<file path="src/rtl/medidor_pkg.sv">
// medidor_pkg: shared state type, default sizes and
// gate counter width helper for the frequency meter.
package medidor_pkg;

   typedef enum logic {
      IDLE = 1'b0,
      GATE = 1'b1
   } estado_t;

   localparam int GATE_CYCLES_DEF = 100_000_000;
   localparam int COUNT_W_DEF     = 27;

   function automatic int ancho_compuerta(input int ciclos);
      return (ciclos < 2) ? 1 : $clog2(ciclos);
   endfunction

endpackage

</file>
<file path="src/rtl/medidor_frecuencia_sincronizador.sv">
// sincronizador_flanco: two-flop synchronizer plus history
// flop; emits a one-cycle pulse on each synchronized rise.
module sincronizador_flanco (
   input  logic i_clk,
   input  logic i_rst_n,
   input  logic i_sig,
   output logic o_rise
);

   logic r_s1;
   logic r_s2;
   logic r_s3;

   always_ff @(posedge i_clk or negedge i_rst_n) begin
      if (!i_rst_n) begin
         r_s1 <= 1'b0;
         r_s2 <= 1'b0;
         r_s3 <= 1'b0;
      end else begin
         r_s1 <= i_sig;
         r_s2 <= r_s1;
         r_s3 <= r_s2;
      end
   end

   assign o_rise = r_s2 & ~r_s3;

endmodule

</file>
<file path="src/rtl/medidor_frecuencia.sv">
// medidor_frecuencia: counts SIG_IN rising edges over a
// fixed gate window and publishes the count with VALID.
module medidor_frecuencia
   import medidor_pkg::*;
#(
   parameter int GATE_CYCLES = GATE_CYCLES_DEF,
   parameter int COUNT_W     = COUNT_W_DEF
) (
   input  logic               CLK_100MHZ,
   input  logic               RST_N,
   input  logic               EN,
   input  logic               SIG_IN,
   output logic [COUNT_W-1:0] FREQ,
   output logic               VALID,
   output logic               OVF,
   output logic               BUSY
);

   localparam int GW = ancho_compuerta(GATE_CYCLES);
   localparam logic [GW-1:0] GATE_LAST =
      GW'(GATE_CYCLES - 1);
   localparam logic [COUNT_W-1:0] CNT_MAX =
      {COUNT_W{1'b1}};

   estado_t            r_estado;
   estado_t            w_estado_sig;
   logic [GW-1:0]      r_gate;
   logic [COUNT_W-1:0] r_edge;
   logic               r_sat;
   logic [COUNT_W-1:0] r_freq;
   logic               r_valid;
   logic               r_ovf;

   logic               w_rise;
   logic               w_fin;
   logic               w_publica;
   logic               w_limpia;
   logic [COUNT_W:0]   w_suma;
   logic               w_desborde;
   logic [COUNT_W-1:0] w_edge_sat;

   sincronizador_flanco u_sinc (
      .i_clk   (CLK_100MHZ),
      .i_rst_n (RST_N),
      .i_sig   (SIG_IN),
      .o_rise  (w_rise)
   );

   assign w_fin = (r_gate == GATE_LAST);

   // one extra bit catches the wrap so the count saturates
   assign w_suma = {1'b0, r_edge}
                 + {{COUNT_W{1'b0}}, w_rise};
   assign w_desborde = w_suma[COUNT_W];
   assign w_edge_sat = w_desborde ? CNT_MAX
                                  : w_suma[COUNT_W-1:0];

   always_ff @(posedge CLK_100MHZ or negedge RST_N) begin
      if (!RST_N) begin
         r_estado <= IDLE;
      end else begin
         r_estado <= w_estado_sig;
      end
   end

   always_comb begin
      w_estado_sig = r_estado;
      w_publica    = 1'b0;
      unique case (r_estado)
         IDLE: begin
            if (EN) begin
               w_estado_sig = GATE;
            end
         end
         GATE: begin
            w_publica = w_fin;
            if (!EN) begin
               w_estado_sig = IDLE;
            end
         end
      endcase
   end

   // publish and abort both restart the window from zero
   assign w_limpia = (r_estado == IDLE)
                   | (w_estado_sig == IDLE)
                   | w_publica;

   always_ff @(posedge CLK_100MHZ or negedge RST_N) begin
      if (!RST_N) begin
         r_gate <= '0;
         r_edge <= '0;
         r_sat  <= 1'b0;
      end else if (w_limpia) begin
         r_gate <= '0;
         r_edge <= '0;
         r_sat  <= 1'b0;
      end else begin
         r_gate <= r_gate + GW'(1);
         r_edge <= w_edge_sat;
         r_sat  <= r_sat | w_desborde;
      end
   end

   always_ff @(posedge CLK_100MHZ or negedge RST_N) begin
      if (!RST_N) begin
         r_freq  <= '0;
         r_valid <= 1'b0;
         r_ovf   <= 1'b0;
      end else begin
         r_valid <= w_publica;
         if (w_publica) begin
            r_freq <= w_edge_sat;
            r_ovf  <= r_sat | w_desborde;
         end
      end
   end

   assign FREQ  = r_freq;
   assign VALID = r_valid;
   assign OVF   = r_ovf;
   assign BUSY  = (r_estado == GATE);

endmodule

</file>
<file path="config.mk">
export PLATFORM = sky130hd
export DESIGN_NAME = medidor_frecuencia
export DESIGN_NICKNAME = d
export VERILOG_FILES = /design/src/rtl/medidor_pkg.sv /design/src/rtl/medidor_frecuencia_sincronizador.sv /design/src/rtl/medidor_frecuencia.sv
export SDC_FILE = /design/constraint.sdc
export NUM_CORES = 1
export LEC_CHECK = 0
export ABC_AREA = 1
export CAP_MARGIN = 30
export CORE_MARGIN = 2
export CORE_UTILIZATION = 55
export CTS_CLUSTER_DIAMETER = 100
export DETAILED_ROUTE_END_ITERATION = 10
export PLACE_DENSITY = 0.76
export RECOVER_POWER = 25
export SLEW_MARGIN = 20
export SYNTH_ARGS = -nofsm -noshare
export SYNTH_HDL_FRONTEND = slang
export SYNTH_HIERARCHICAL = 1
export SYNTH_SLANG_ARGS = --single-unit
</file>
<file path="constraint.sdc">
create_clock -name CLK_100MHZ -period 2 [get_ports CLK_100MHZ]
set_input_delay 0.3 -clock CLK_100MHZ [delete_from_list [all_inputs] [get_ports CLK_100MHZ]]
set_output_delay 0.3 -clock CLK_100MHZ [all_outputs]
set_load 0.05 [all_outputs]
</file>
Word-level counts from Yosys, hierarchy flattened
Index checks and enable logic that the tools add are counted.
{"block": "word_totals", "wordCells": 26, "reg_bits": 88, "output_inout_bits": 30}
{"block": "op_classes", "add_sub_neg": 2, "n_bitwise": 7, "n_eq_ne": 1, "muxes": 6}
{"cell": "27-bit 2-to-1 mux", "n": 3}
{"cell": "27-bit by 1-bit adder with 28-bit output", "n": 1}
{"cell": "27-bit by 1-bit adder with 27-bit output, second input constant", "n": 1}
{"cell": "27-bit equality test, second input constant", "n": 1}
{"cell": "1-bit 2-to-1 mux", "n": 3}
{"cell": "1-bit NOT", "n": 3}
{"cell": "1-bit OR", "n": 3}
{"cell": "1-bit bitwise AND", "n": 1}

Depth between registers and ports, before layout
Gate-level depths: netlist (run 1).
{"block": "depth", "word_depth": 5, "ltp_mapped": 13, "mapped_depth_nobuf": 13}

Hierarchy
Netlist (run 1), hierarchy kept.
{"mod": "medidor_frecuencia", "instances": 1, "seq_area_each_um2": 2127.0, "area_each_um2": 4576.9, "cells_each": 586}
{"mod": "sincronizador_flanco", "instances": 1, "seq_area_each_um2": 75.1, "area_each_um2": 85.1, "cells_each": 5}

Worst setup path after synthesis (run 1)
OpenSTA, ideal clock, no wires.
{"block": "synth_path", "kind": "register to register", "startpoint": "reg u_sinc.r_s3", "endpoint": "reg r_edge[26]", "slack_ps": 307, "path_stages_with_launch": 12, "setup_time_ps": 119, "synth_period_minus_slack_ps": 1693, "t_required_ps": 1881, "arrival_ps": 1574, "cell_sequence": "dfrtp_1 > nor2_2 > ha_1 > ha_1 > nand2_1 > nor2_4 > nand2_2 > nor2_2 > nand2_1 > nand2_1 > nand3_1 > and2_1"}
{"block": "synth_via", "elab_chain_len": 5}
{"item": "from (decl)", "line_no": "medidor_frecuencia_sincronizador.sv:12", "text": "logic r_s3;"}
{"item": "from (signal assigned)", "line_no": "medidor_frecuencia_sincronizador.sv:22", "text": "r_s3 <= r_s2;"}
{"item": "1-bit NOT", "line_no": "medidor_frecuencia_sincronizador.sv:26", "text": "assign o_rise = r_s2 & ~r_s3;"}
{"item": "1-bit bitwise AND", "line_no": "medidor_frecuencia_sincronizador.sv:26"}
{"item": "named net w_rise", "line_no": "medidor_frecuencia.sv:34", "text": "logic w_rise;"}
{"item": "27-bit by 1-bit adder with 28-bit output", "line_no": "medidor_frecuencia.sv:53", "text": "+ {{COUNT_W{1'b0}}, w_rise};"}
{"item": "27-bit 2-to-1 mux", "line_no": "medidor_frecuencia.sv:55", "text": "assign w_edge_sat = w_desborde ? CNT_MAX"}
{"item": "27-bit 2-to-1 mux", "line_no": "medidor_frecuencia.sv:94", "text": "end else if (w_limpia) begin"}
{"item": "to (signal assigned)", "line_no": "medidor_frecuencia.sv:100", "text": "r_edge <= w_edge_sat;"}
{"item": "to (decl)", "line_no": "medidor_frecuencia.sv:28", "text": "logic [COUNT_W-1:0] r_edge;"}
The timed path passes the listed nets, and every way through them passes these cells.
A chain may end at the register's enable or synchronous reset.

Worst setup path after layout (run 1)
Ends and elaborated chain as after synthesis.

==> results.sh, run 1 <==
export IMPL_status="complete, no violations"
export IMPL_powerDensity_nw_per_um2=570.3
export IMPL_grt_overflow_total=0
export IMPL_holdPathStages=0
export IMPL_clk_pin_slew_ps=90
export IMPL_synth_top_cell_area_share_pct=47.24
export IMPL_area_growth_pct=14.52
export IMPL_worst_slew_margin_rel_pct=11.47
export IMPL_synth_nets=598
export IMPL_num_rows=33
export IMPL_tns_ps=0
export IMPL_rsz0062_at_grt="true"
export IMPL_timing_fmax_ghz=0.5291
export IMPL_via_per_inst=5.062
export IMPL_syn_inst=591
export IMPL_htree_levels=3
export IMPL_cts_root_buffer="clkbuf_8"
export IMPL_grt_usage_pct=23.23
export IMPL_gp_congestion=0.9281
export IMPL_wirelength_um=9467
export IMPL_grt_pass1_vias=3803
export IMPL_layout_cells_most_common="nand2_1"
export IMPL_core_um2=8217
export IMPL_final_nets=641
export IMPL_die_width_um=96.07
export IMPL_finalWorstSetupSlack_ps=110.0
export IMPL_vdd_ir_drop_max_mv=0.4318
export IMPL_die_y_um=96.07
export IMPL_post_route_period_util_pct=94.50
export IMPL_grt_pass1_wl_um=16770
export IMPL_grt_max_degree=44
export IMPL_maxCapViolCount=0
export IMPL_wl_per_cell_um=12.72
export IMPL_ys_seq_elements=88
export IMPL_antenna_found_initial=0
export IMPL_reg2reg_depth=11
export IMPL_drive_above_1_share_pct=11.58
export IMPL_hold_viol=0
export IMPL_fillers=718
export IMPL_worstPathRequired_ps=2260
export IMPL_syn_area_um2=4662
export IMPL_leakage_nw=2.488
export IMPL_worstSetupStartpointType="flop"
export IMPL_r2r_start="u_sinc/r_s3"
export IMPL_r2r_setup_slack_ps=110
export IMPL_crit_fanout=5
export IMPL_path_class="flop to flop"
export IMPL_clock_latency_ps=360
export IMPL_cts_tree="done"
export IMPL_start_util_pct=56.74
export IMPL_multiInputGateArea_um2=2173
export IMPL_via_count=3766
export IMPL_drtIter0Drc=127
export IMPL_die_area_um2=9228
export IMPL_portBuffers=33
export IMPL_cts_buffers_inserted=9
export IMPL_hpwl_um=6938
export IMPL_dr_pass1_iters=4
export IMPL_yosys_warnings=6
export IMPL_hold_start="u_sinc/r_s1"
export IMPL_min_to="u_sinc/r_s2"
export IMPL_cts_buffer_depth=2
export IMPL_period_needed_ps=1890
export IMPL_seq_area_um2=2202
export IMPL_n_antenna_cell=0
export IMPL_worst_pin_slew_ps=1328
export IMPL_cts_num_sinks=88
export IMPL_synthTopCellsByArea="dfrtp_1 (47%), nand2_1 (16%), nor2_1 (7.2%)"
export IMPL_syn_area_per_cell_um2=7.888
export IMPL_cp_end_kind="flop"
export IMPL_pre_cts_slack_ps=149.5
export IMPL_seq_area_frac_synth_pct=47.24
export IMPL_report_final_slew_viol_count=0
export IMPL_drc=0
export IMPL_detail_route_antenna_nets=0
export IMPL_worstPathArrival_ps=2150
export IMPL_setup_violations_final=0
export IMPL_mostFrequentLayoutCells="nand2_1 (200), dfrtp_1 (88), nor2_1 (87)"
export IMPL_ios=34
export IMPL_synth_cell_types=28
export IMPL_synth_largest_area_cell="dfrtp_1"
export IMPL_rr_endpoint="r_edge[26]"
export IMPL_fin_skew_ps=11.29
export IMPL_worstHoldPathType="flop to flop"
[Yosys cell counts]
cell type  instances
nor2_2             7
nand2_1          203
dfrtp_1           88
nor2_8             1
nand4_1            3
nor3_1             2
nand3_2            3
inv_1             51
buf_6             10
and2_1             9
ha_1               3
inv_2              2
nor2_4             6
nand2_2            7
o21ai_2            2
xor2_1            19
nand3_1           30
nor2_1            90
nand3b_1           4
o21ai_1            6
o21ai_0            5
nand2_8            1
a21oi_2            2
nor3_4             1
xnor2_1           11
buf_4              3
nand2_4            3
a21oi_1           19
[cells by family (layout without fill, tap and decap cells)]
logic type      after synthesis  in the layout  share of synthesized area, %
buf+inv                      66            114                         7.166
simple gates                370            370                         35.18
xor+xnor                     30             30                         5.636
flops                        88             88                         47.24
fa+ha+maj                     3              3                        0.8052
compound gates               34             34                         3.972
[registers in the layout (all words and copies together), names as in the netlist]
register,count
FREQ,27
r_edge,27
r_gate,27
BUSY,1
OVF,1
VALID,1
r_sat,1
u_sinc/r_s1,1
u_sinc/r_s2,1
u_sinc/r_s3,1
[layer usage]
layer | track usage (%) | vias up | wire [um] | share of wire (%)
met3 | 4.464 | 21 | 266 | 2.8
met4 | 9.643 | 0 | 240 | 2.5
li1 | - | 1898 | - | -
met5 | 0 | - | 0 | 0
met2 | 40.34 | 73 | 4757 | 50
met1 | 28.21 | 1774 | 4203 | 44
[worst max-delay path by stage]
stage,end,slack [ps],depth (start not counted),startpoint
final,r_edge[26],110,11,u_sinc/r_s3
after global routing,r_edge[26],-60,12,u_sinc/r_s2
after CTS,FREQ[22],120,13,u_sinc/r_s2
after detailed placement,FREQ[22],150,13,u_sinc/r_s2
after global placement,r_edge[26],210,11,u_sinc/r_s3
after floorplan,r_edge[26],310,11,u_sinc/r_s3
[power breakdown]
group	internal, mW	switching (mW)	leakage [nW]
logic	0.0211	0.0656	1.18
registers	1.78	0.00439	1.22
clock network	0.498	0.671	0.0895
[area by class of cell]
class	count	area share [%]
Clock inverter	6	0.9374
Tap cell	105	2.461
Sequential cell	88	41.25
Inverter	53	3.726
Timing Repair Buffer	45	8.343
Multi-Input combinational cell	437	40.71
Clock buffer	10	2.578
[worst max-delay path, stage by stage (launching register included)]
cell and delay (ps):
dfrtp_1 380, nor2_2 100, ha_2 180, ha_2 190, nand2_2 70, nor2_4 210
nand2_4 110, nor2_4 160, nand2_1 80, nand2_1 70, nand3_2 70, and2_4 160
[timing repair]
item                                    in CTS  in global routing
setup buffers                                0                  2
gates resized for setup                      0                 15
hold buffers                                 1                  0
endpoints found under the setup margin       0                 23
hold endpoints to repair                    20                  0
[per-stage QoR]
step | instances | hold WS [ps] | power [mW] | cell area [um^2] | utilization [%]
finish | 744 | 363.1 | 3.045 | 5339 | 64.98
global route | 744 | 370.7 | 3.157 | 5339 | 64.98
CTS | 742 | 357.2 | 3.079 | 5276 | 64.22
detailed placement | 725 | 219.8 | 1.914 | 5079 | 61.81
global placement | 725 | 213.8 | 1.912 | 5079 | 61.81
floorplan | 591 | 4.409 | 1.864 | 4662 | -
No activity file was read; power rests on OpenSTA's default activity.
==> inputs of run 2 (changes only) <==
--- a/config.mk
+++ b/config.mk
@@ -13,7 +13,7 @@
 export DETAILED_ROUTE_END_ITERATION = 10
 export PLACE_DENSITY = 0.76
 export RECOVER_POWER = 25
-export SLEW_MARGIN = 20
+export SLEW_MARGIN = 15
 export SYNTH_ARGS = -nofsm -noshare
 export SYNTH_HDL_FRONTEND = slang
 export SYNTH_HIERARCHICAL = 1
==> results of run 2 <==
Final layout, timing and power as in run 1 (identical DEF).
